`config.mk`:
```
export PLATFORM = sky130hd
export DESIGN_NAME = chanels_averager_rr
export DESIGN_NICKNAME = d
export VERILOG_FILES = /design/src/rtl/chanels_averager_rr.sv
export SDC_FILE = /design/constraint.sdc
export NUM_CORES = 2
export LEC_CHECK = 0
export BUFFER_PORTS_ARGS = -buffer_cell sky130_fd_sc_hd__buf_4
export CORE_UTILIZATION = 60
export DETAILED_ROUTE_END_ITERATION = 6
export GPL_ROUTABILITY_DRIVEN = 1
export PLACE_DENSITY = 0.78
export SKIP_CTS_REPAIR_TIMING = 1
export SLEW_MARGIN = 20
export SYNTH_ARGS = -nofsm -noshare
export SYNTH_HDL_FRONTEND = slang
export SYNTH_SLANG_ARGS = --single-unit
export TNS_END_PERCENT = 10
```
`constraint.sdc`:
```
create_clock -name clk -period 25.4 [get_ports clk]
set_input_delay 1.27 -clock clk [delete_from_list [all_inputs] [get_ports clk]]
set_output_delay 1.27 -clock clk [all_outputs]
set_load 0.1 [all_outputs]
```
`src/rtl/chanels_averager_rr.sv`:
```
// chanels_averager_rr: per-channel block averager with a round-robin output.
// Tagged amplitude/phase samples are summed per channel in blocks of
// 2**AVG_LOG2 samples. Each finished mean waits in a per-channel result slot
// until the arbiter moves it into a one-entry valid/ready output register.
// Ports:
//   clk, rst            clock; asynchronous active-high reset
//   i_vld, i_addres     sample strobe and channel tag (tags >= CHANELS ignored)
//   i_ac, i_ph          unsigned amplitude, signed phase
//   i_flush             clears accumulation, pending and overrun state
//   o_vld, o_rdy        output handshake
//   o_addres, o_ac/o_ph channel and mean of the presented result
//   o_overrun           sticky per-channel "result overwritten" flags
// Build option: define CHANEL_AVG_ROUND_EN to round half-up before the shift;
// otherwise the mean is truncated (floor for phase).
module chanels_averager_rr #(
  parameter int CHANELS  = 4,
  parameter int DATA_W   = 32,
  parameter int AVG_LOG2 = 2,
  localparam int AW = (CHANELS > 1) ? $clog2(CHANELS) : 1
) (
  input  logic              clk,
  input  logic              rst,
  input  logic              i_vld,
  input  logic [AW-1:0]     i_addres,
  input  logic [DATA_W-1:0] i_ac,
  input  logic [DATA_W-1:0] i_ph,
  input  logic              i_flush,
  output logic              o_vld,
  input  logic              o_rdy,
  output logic [AW-1:0]     o_addres,
  output logic [DATA_W-1:0] o_ac,
  output logic [DATA_W-1:0] o_ph,
  output logic [CHANELS-1:0] o_overrun
);

  localparam int SW = DATA_W + AVG_LOG2;
  localparam int CW = (AVG_LOG2 > 0) ? AVG_LOG2 : 1;
  localparam logic [CW-1:0] CNT_LAST = CW'((1 << AVG_LOG2) - 1);
  localparam logic [AW:0] CH_LIM = (AW + 1)'(CHANELS);

`ifdef CHANEL_AVG_ROUND_EN
  localparam int RND = (1 << AVG_LOG2) / 2;
`else
  localparam int RND = 0;
`endif

  localparam logic        [SW-1:0] RND_AC = SW'(RND);
  localparam logic signed [SW-1:0] RND_PH = SW'(RND);

  logic        [SW-1:0]     acc_ac_q [CHANELS];
  logic        [SW-1:0]     acc_ac_d [CHANELS];
  logic signed [SW-1:0]     acc_ph_q [CHANELS];
  logic signed [SW-1:0]     acc_ph_d [CHANELS];
  logic        [CW-1:0]     cnt_q    [CHANELS];
  logic        [CW-1:0]     cnt_d    [CHANELS];
  logic        [DATA_W-1:0] res_ac_q [CHANELS];
  logic        [DATA_W-1:0] res_ac_d [CHANELS];
  logic        [DATA_W-1:0] res_ph_q [CHANELS];
  logic        [DATA_W-1:0] res_ph_d [CHANELS];
  logic [CHANELS-1:0] pend_q, pend_d;
  logic [CHANELS-1:0] ovr_q, ovr_d;

  logic              vld_q, vld_d;
  logic [AW-1:0]     addr_q, addr_d;
  logic [DATA_W-1:0] ac_q, ac_d;
  logic [DATA_W-1:0] ph_q, ph_d;
  // Last granted channel; the search starts one past it.
  logic [AW-1:0]     rr_q, rr_d;

  logic              take;
  logic              cand;
  logic [AW-1:0]     cand_idx;
  logic              load;
  logic              gnt_c;
  int                j;
  logic        [SW-1:0] sum_ac, rnd_ac;
  logic signed [SW-1:0] sum_ph, rnd_ph;

  always_comb begin
    acc_ac_d = acc_ac_q;
    acc_ph_d = acc_ph_q;
    cnt_d    = cnt_q;
    res_ac_d = res_ac_q;
    res_ph_d = res_ph_q;
    pend_d   = pend_q;
    ovr_d    = ovr_q;
    vld_d    = vld_q;
    addr_d   = addr_q;
    ac_d     = ac_q;
    ph_d     = ph_q;
    rr_d     = rr_q;
    gnt_c    = 1'b0;
    sum_ac   = '0;
    sum_ph   = '0;
    rnd_ac   = '0;
    rnd_ph   = '0;
    j        = 0;

    take = i_vld & ~i_flush & ({1'b0, i_addres} < CH_LIM);

    cand     = 1'b0;
    cand_idx = '0;
    for (int i = 1; i <= CHANELS; i++) begin
      j = int'(rr_q) + i;
      if (j >= CHANELS) j = j - CHANELS;
      if (!cand && pend_q[j]) begin
        cand     = 1'b1;
        cand_idx = AW'(j);
      end
    end

    // Flush leaves the output register alone, so no new grant that cycle.
    load = cand & ~i_flush & (~vld_q | o_rdy);

    for (int c = 0; c < CHANELS; c++) begin
      sum_ac = acc_ac_q[c] + SW'(i_ac);
      sum_ph = acc_ph_q[c] + SW'(signed'(i_ph));
      gnt_c  = load && (cand_idx == AW'(c));
      if (gnt_c) pend_d[c] = 1'b0;
      if (take && (i_addres == AW'(c))) begin
        if (cnt_q[c] == CNT_LAST) begin
          rnd_ac = sum_ac + RND_AC;
          rnd_ph = sum_ph + RND_PH;
          res_ac_d[c] = DATA_W'(rnd_ac >> AVG_LOG2);
          res_ph_d[c] = DATA_W'(rnd_ph >>> AVG_LOG2);
          acc_ac_d[c] = '0;
          acc_ph_d[c] = '0;
          cnt_d[c]    = '0;
          // A grant this cycle takes the old result, so nothing is lost.
          if (pend_q[c] && !gnt_c) ovr_d[c] = 1'b1;
          pend_d[c] = 1'b1;
        end else begin
          acc_ac_d[c] = sum_ac;
          acc_ph_d[c] = sum_ph;
          cnt_d[c]    = cnt_q[c] + CW'(1);
        end
      end
    end

    if (i_flush) begin
      for (int c = 0; c < CHANELS; c++) begin
        acc_ac_d[c] = '0;
        acc_ph_d[c] = '0;
        cnt_d[c]    = '0;
      end
      pend_d = '0;
      ovr_d  = '0;
    end

    if (load) begin
      vld_d  = 1'b1;
      addr_d = cand_idx;
      ac_d   = res_ac_q[cand_idx];
      ph_d   = res_ph_q[cand_idx];
      rr_d   = cand_idx;
    end else if (vld_q && o_rdy) begin
      vld_d  = 1'b0;
    end
  end

  always_ff @(posedge clk or posedge rst) begin
    if (rst) begin
      for (int c = 0; c < CHANELS; c++) begin
        acc_ac_q[c] <= '0;
        acc_ph_q[c] <= '0;
        cnt_q[c]    <= '0;
        res_ac_q[c] <= '0;
        res_ph_q[c] <= '0;
      end
      pend_q <= '0;
      ovr_q  <= '0;
      vld_q  <= 1'b0;
      addr_q <= '0;
      ac_q   <= '0;
      ph_q   <= '0;
      rr_q   <= AW'(CHANELS - 1);
    end else begin
      acc_ac_q <= acc_ac_d;
      acc_ph_q <= acc_ph_d;
      cnt_q    <= cnt_d;
      res_ac_q <= res_ac_d;
      res_ph_q <= res_ph_d;
      pend_q   <= pend_d;
      ovr_q    <= ovr_d;
      vld_q    <= vld_d;
      addr_q   <= addr_d;
      ac_q     <= ac_d;
      ph_q     <= ph_d;
      rr_q     <= rr_d;
    end
  end

  assign o_vld     = vld_q;
  assign o_addres  = addr_q;
  assign o_ac      = ac_q;
  assign o_ph      = ph_q;
  assign o_overrun = ovr_q;

endmodule

```
==> results.tsv <==
stage	metric	value	unit
timing	Worst Tran Pin Value	1.19	ns
yosys	YS warnings	0	
worst_setup_path	CP Max Fanout	4	
global_routing	Total GRT Usage	0.319	
global_routing	pin count of the biggest net entering global routing	158	
yosys	share of the synthesized area in the top cell type	0.413	
cells_and_area	Final Core Density	0.676	
timing	Final Cycle Share	0.161	
yosys	Post-Syn Instances	3909	
pwr	PwrDens	59.5	nW/um^2
cts	CTS Buf Count	69	
worst_setup_path	critical path arrival	4.60	ns
floorplanning	die span in y	250	um
cts	CTS H-Tree Depth	3	
pwr	Pleak	20.7	nW
yosys	mean post-synth cell area	9.47	sq um
worst_setup_path	Setup crit start kind	input pin	
yosys	ranking of synthesized cells by area	dfrtp_1, ha_1, nand2_1	
timing	Achievable Freq	244	MHz
global_routing	total gr overflow	0	
cts	worst skew pair latency	0.62	ns
pwr	total power	0.00244	W
routing	DR WL/cell	20.8	um
placed_design	Area after DPL	38700	sq um
global_routing	vias in the first global route	29700	
routing	total number of vias	30300	
yosys	asr flop ratio synth	1.00	
floorplanning	core area	60700	sq um
cells_and_area	Final #Nets	4309	
cells_and_area	final instance area	41100	sq um
routing	# DRC	0	
floorplanning	IO Pins	142	
floorplanning	row cnt	90	
placed_design	GP Congestion	0.942	
cells_and_area	fill count	4807	
yosys	Post-Syn Nets	4252	
timing	Slew HR	0.204	
worst_setup_path	Setup crit start	i_ac[0]	
global_routing	first-pass GRT wire length	159	mm
cts	clk sinks	613	
timing	setup TNS	0	ns
worst_setup_path	CP required	25.90	ns
floorplanning	Initial Utilization	0.610	
routing	Post-Route WL	99.7	mm
worst_setup_path	Setup CP Type	in -> reg	
yosys	post-synthesis cell area	37000	sq um
min_path	Hold Path Origin	res_ph_q[41]$_DFFE_PP0P_	
status	outcome	complete, no violations	
placed_design	post-detail-place hpwl	67.8	mm
cells_and_area	area grow syn2layout	10.9	%
cts	Clk pin slew, worst setup/hold paths	0.06	ns
cells_and_area	layout cells sized above 1	0.128	
floorplanning	width of the die	250	um
cts	CTS tree	done	
placed_design	Port Buffers	141	
timing	final hold violations	0	
timing	Setup Viol. Count Final	0	
routing	DR iter-0 viols	2553	
yosys	post-synth top area cell	dfrtp_1	
timing	Max Slew Vio Count	0	
cts	clk buf depth	3	
yosys	Yosys reg bits	613	
min_path	HP Class	reg -> reg	
yosys	synth unique cells	96	
routing	vias per cell	6.31	
cts	Root Driver	clkbuf_16	
routing	post-route ant nets	0	
global_routing	antenna violations before repair	3	
timing	clock skew	0.0148	ns
timing	Hold WS	0.471	ns
timing	unrepaired setup endpoints after global routing	no	
worst_setup_path	worst r2r src	rr_q[1]$_DFFE_PP1P_	
pwr	worst ir drop on vdd	0.0000608	V
yosys	sequential share of the synthesized area	0.414	
yosys	main flop type after synthesis	dfrtp_1	
timing	post-layout minimum cycle time	4.09	ns
worst_setup_path	CP endpoint kind	register	
floorplanning	die area	62700	sq um
job	max-cap violations	0	
yosys	number of synthesized flops with an enable pin	0	
routing	Initial DRT Pass Iterations	6	
[sequential cells by signal (all words and copies together) (netlist names)]
signal,count
rr_q,2
o_ph,32
res_ac_q,128
pend_q,4
o_vld,1
res_ph_q,128
o_addres,2
acc_ph_q,136
acc_ac_q,136
o_overrun,4
o_ac,32
cnt_q,8
[per-layer routing]
| layer | global-route usage | share of wire |
|---|---|---|
| met5 | 0 | 0.000090 |
| met4 | 0.110 | 0.030 |
| met3 | 0.0506 | 0.070 |
| met1 | 0.431 | 0.43 |
| met2 | 0.524 | 0.47 |
[cell families (layout without fill, tap and decap cells)]
kind of cell | count (synthesis) | count (layout) | share of synthesized area
AOI/OAI and AO/OA | 1197 | 1197 | 0.218
and+or+nand+nor | 1162 | 1162 | 0.136
DFF | 613 | 613 | 0.414
adders and majority gates | 272 | 272 | 0.0936
xor gates and xnor gates | 248 | 248 | 0.0593
buffers and inverters | 237 | 342 | 0.0242
muxes | 180 | 180 | 0.0545
other | 0 | 3 | 0
[synth_stat cells, types with 7 or more instances]
master      n
a22o_1    228
nor2_1    136
inv_1      55
o21a_1     33
o21ai_0   277
and2_1     15
o211ai_1   11
xor2_1     78
or3_1      16
o31ai_1    11
nor2b_1    30
nand2_1   709
nand3_1   107
clkbuf_1  165
a21oi_1   251
nand4_1    32
mux2_2    172
a21o_1    142
a211oi_2    8
fa_1        8
and3_1     20
nand2b_1   22
xnor2_1   168
nor4_1      8
o21ai_1    60
mux2i_1     7
a211oi_1   21
a31oi_1    29
buf_1      12
ha_1      264
o21bai_1   30
nor3_1     32
dfrtp_1   611
[power by group]
group	leakage, nW	total, W	internal, W	switching (W)
Clock	1.16	0.00104	0.000627	0.000415
Combinational	11.2	0.000381	0.000132	0.000250
Sequential	8.35	0.00102	0.00100	0.0000161
Total	20.7	0.00244	0.00176	0.000680
[cells in the final DEF, fill, tap and decap left out, types with 32 or more instances in the layout]
| cell | n |
|---|---|
| nand2_1 | 704 |
| dfrtp_1 | 611 |
| o21ai_0 | 277 |
| ha_1 | 264 |
| a21oi_1 | 250 |
| a22o_1 | 228 |
| mux2_2 | 172 |
| xnor2_1 | 168 |
| buf_4 | 167 |
| a21o_1 | 142 |
| nor2_1 | 133 |
| nand3_1 | 107 |
| xor2_1 | 78 |
| clkbuf_16 | 71 |
| o21ai_1 | 60 |
| inv_1 | 54 |
| o21a_1 | 32 |
| nand4_1 | 32 |
[worst paths after layout]
check / to / slack, ns / cells past startpoint
max: res_ac_q[122]$_DFFE_PP0P_ / 21.31 / 13
min: res_ph_q[41]$_DFFE_PP0P_ / 0.47 / 2
max reg2reg: o_ph[5]$_DFFE_PP0P_ / 21.34 / 9
min reg2reg: res_ph_q[41]$_DFFE_PP0P_ / 0.47 / 2
max in group asynchronous: o_ph[29]$_DFFE_PP0P_ / 22.13 / 4
min in group asynchronous: o_ph[1]$_DFFE_PP0P_ / 0.87 / 2
[critical path, stage by stage]
cell	delay, ns
buf_4	0.13
ha_1	0.23
fa_1	0.41
a21o_1	0.20
a21oi_1	0.39
o21a_1	0.24
nor2_1	0.08
a22oi_1	0.30
o211ai_1	0.28
a311oi_1	0.49
o31ai_1	0.15
xor2_1	0.16
mux2_2	0.27
[stage by stage]
step                instances  worst slack, ns
detailed placement       4677            20.81
floorplan                3909             6.97
CTS                      4796            21.40
finish                   4799            21.31
global placement         4677            20.87
global route             4797            21.11
[cell type report]
class	instances	area (sq um)	share of cell area
clock buffer	99	2070	0.0505
tap	782	978	0.0238
multi-input combinational	3059	20900	0.509
sequential	613	15300	0.374
timing repair buffer	168	1270	0.0310
inverter	55	214	0.00521
clock inverter	20	269	0.00655
antenna	3	7.51	0.000183
(Power assumes the default switching activity.)
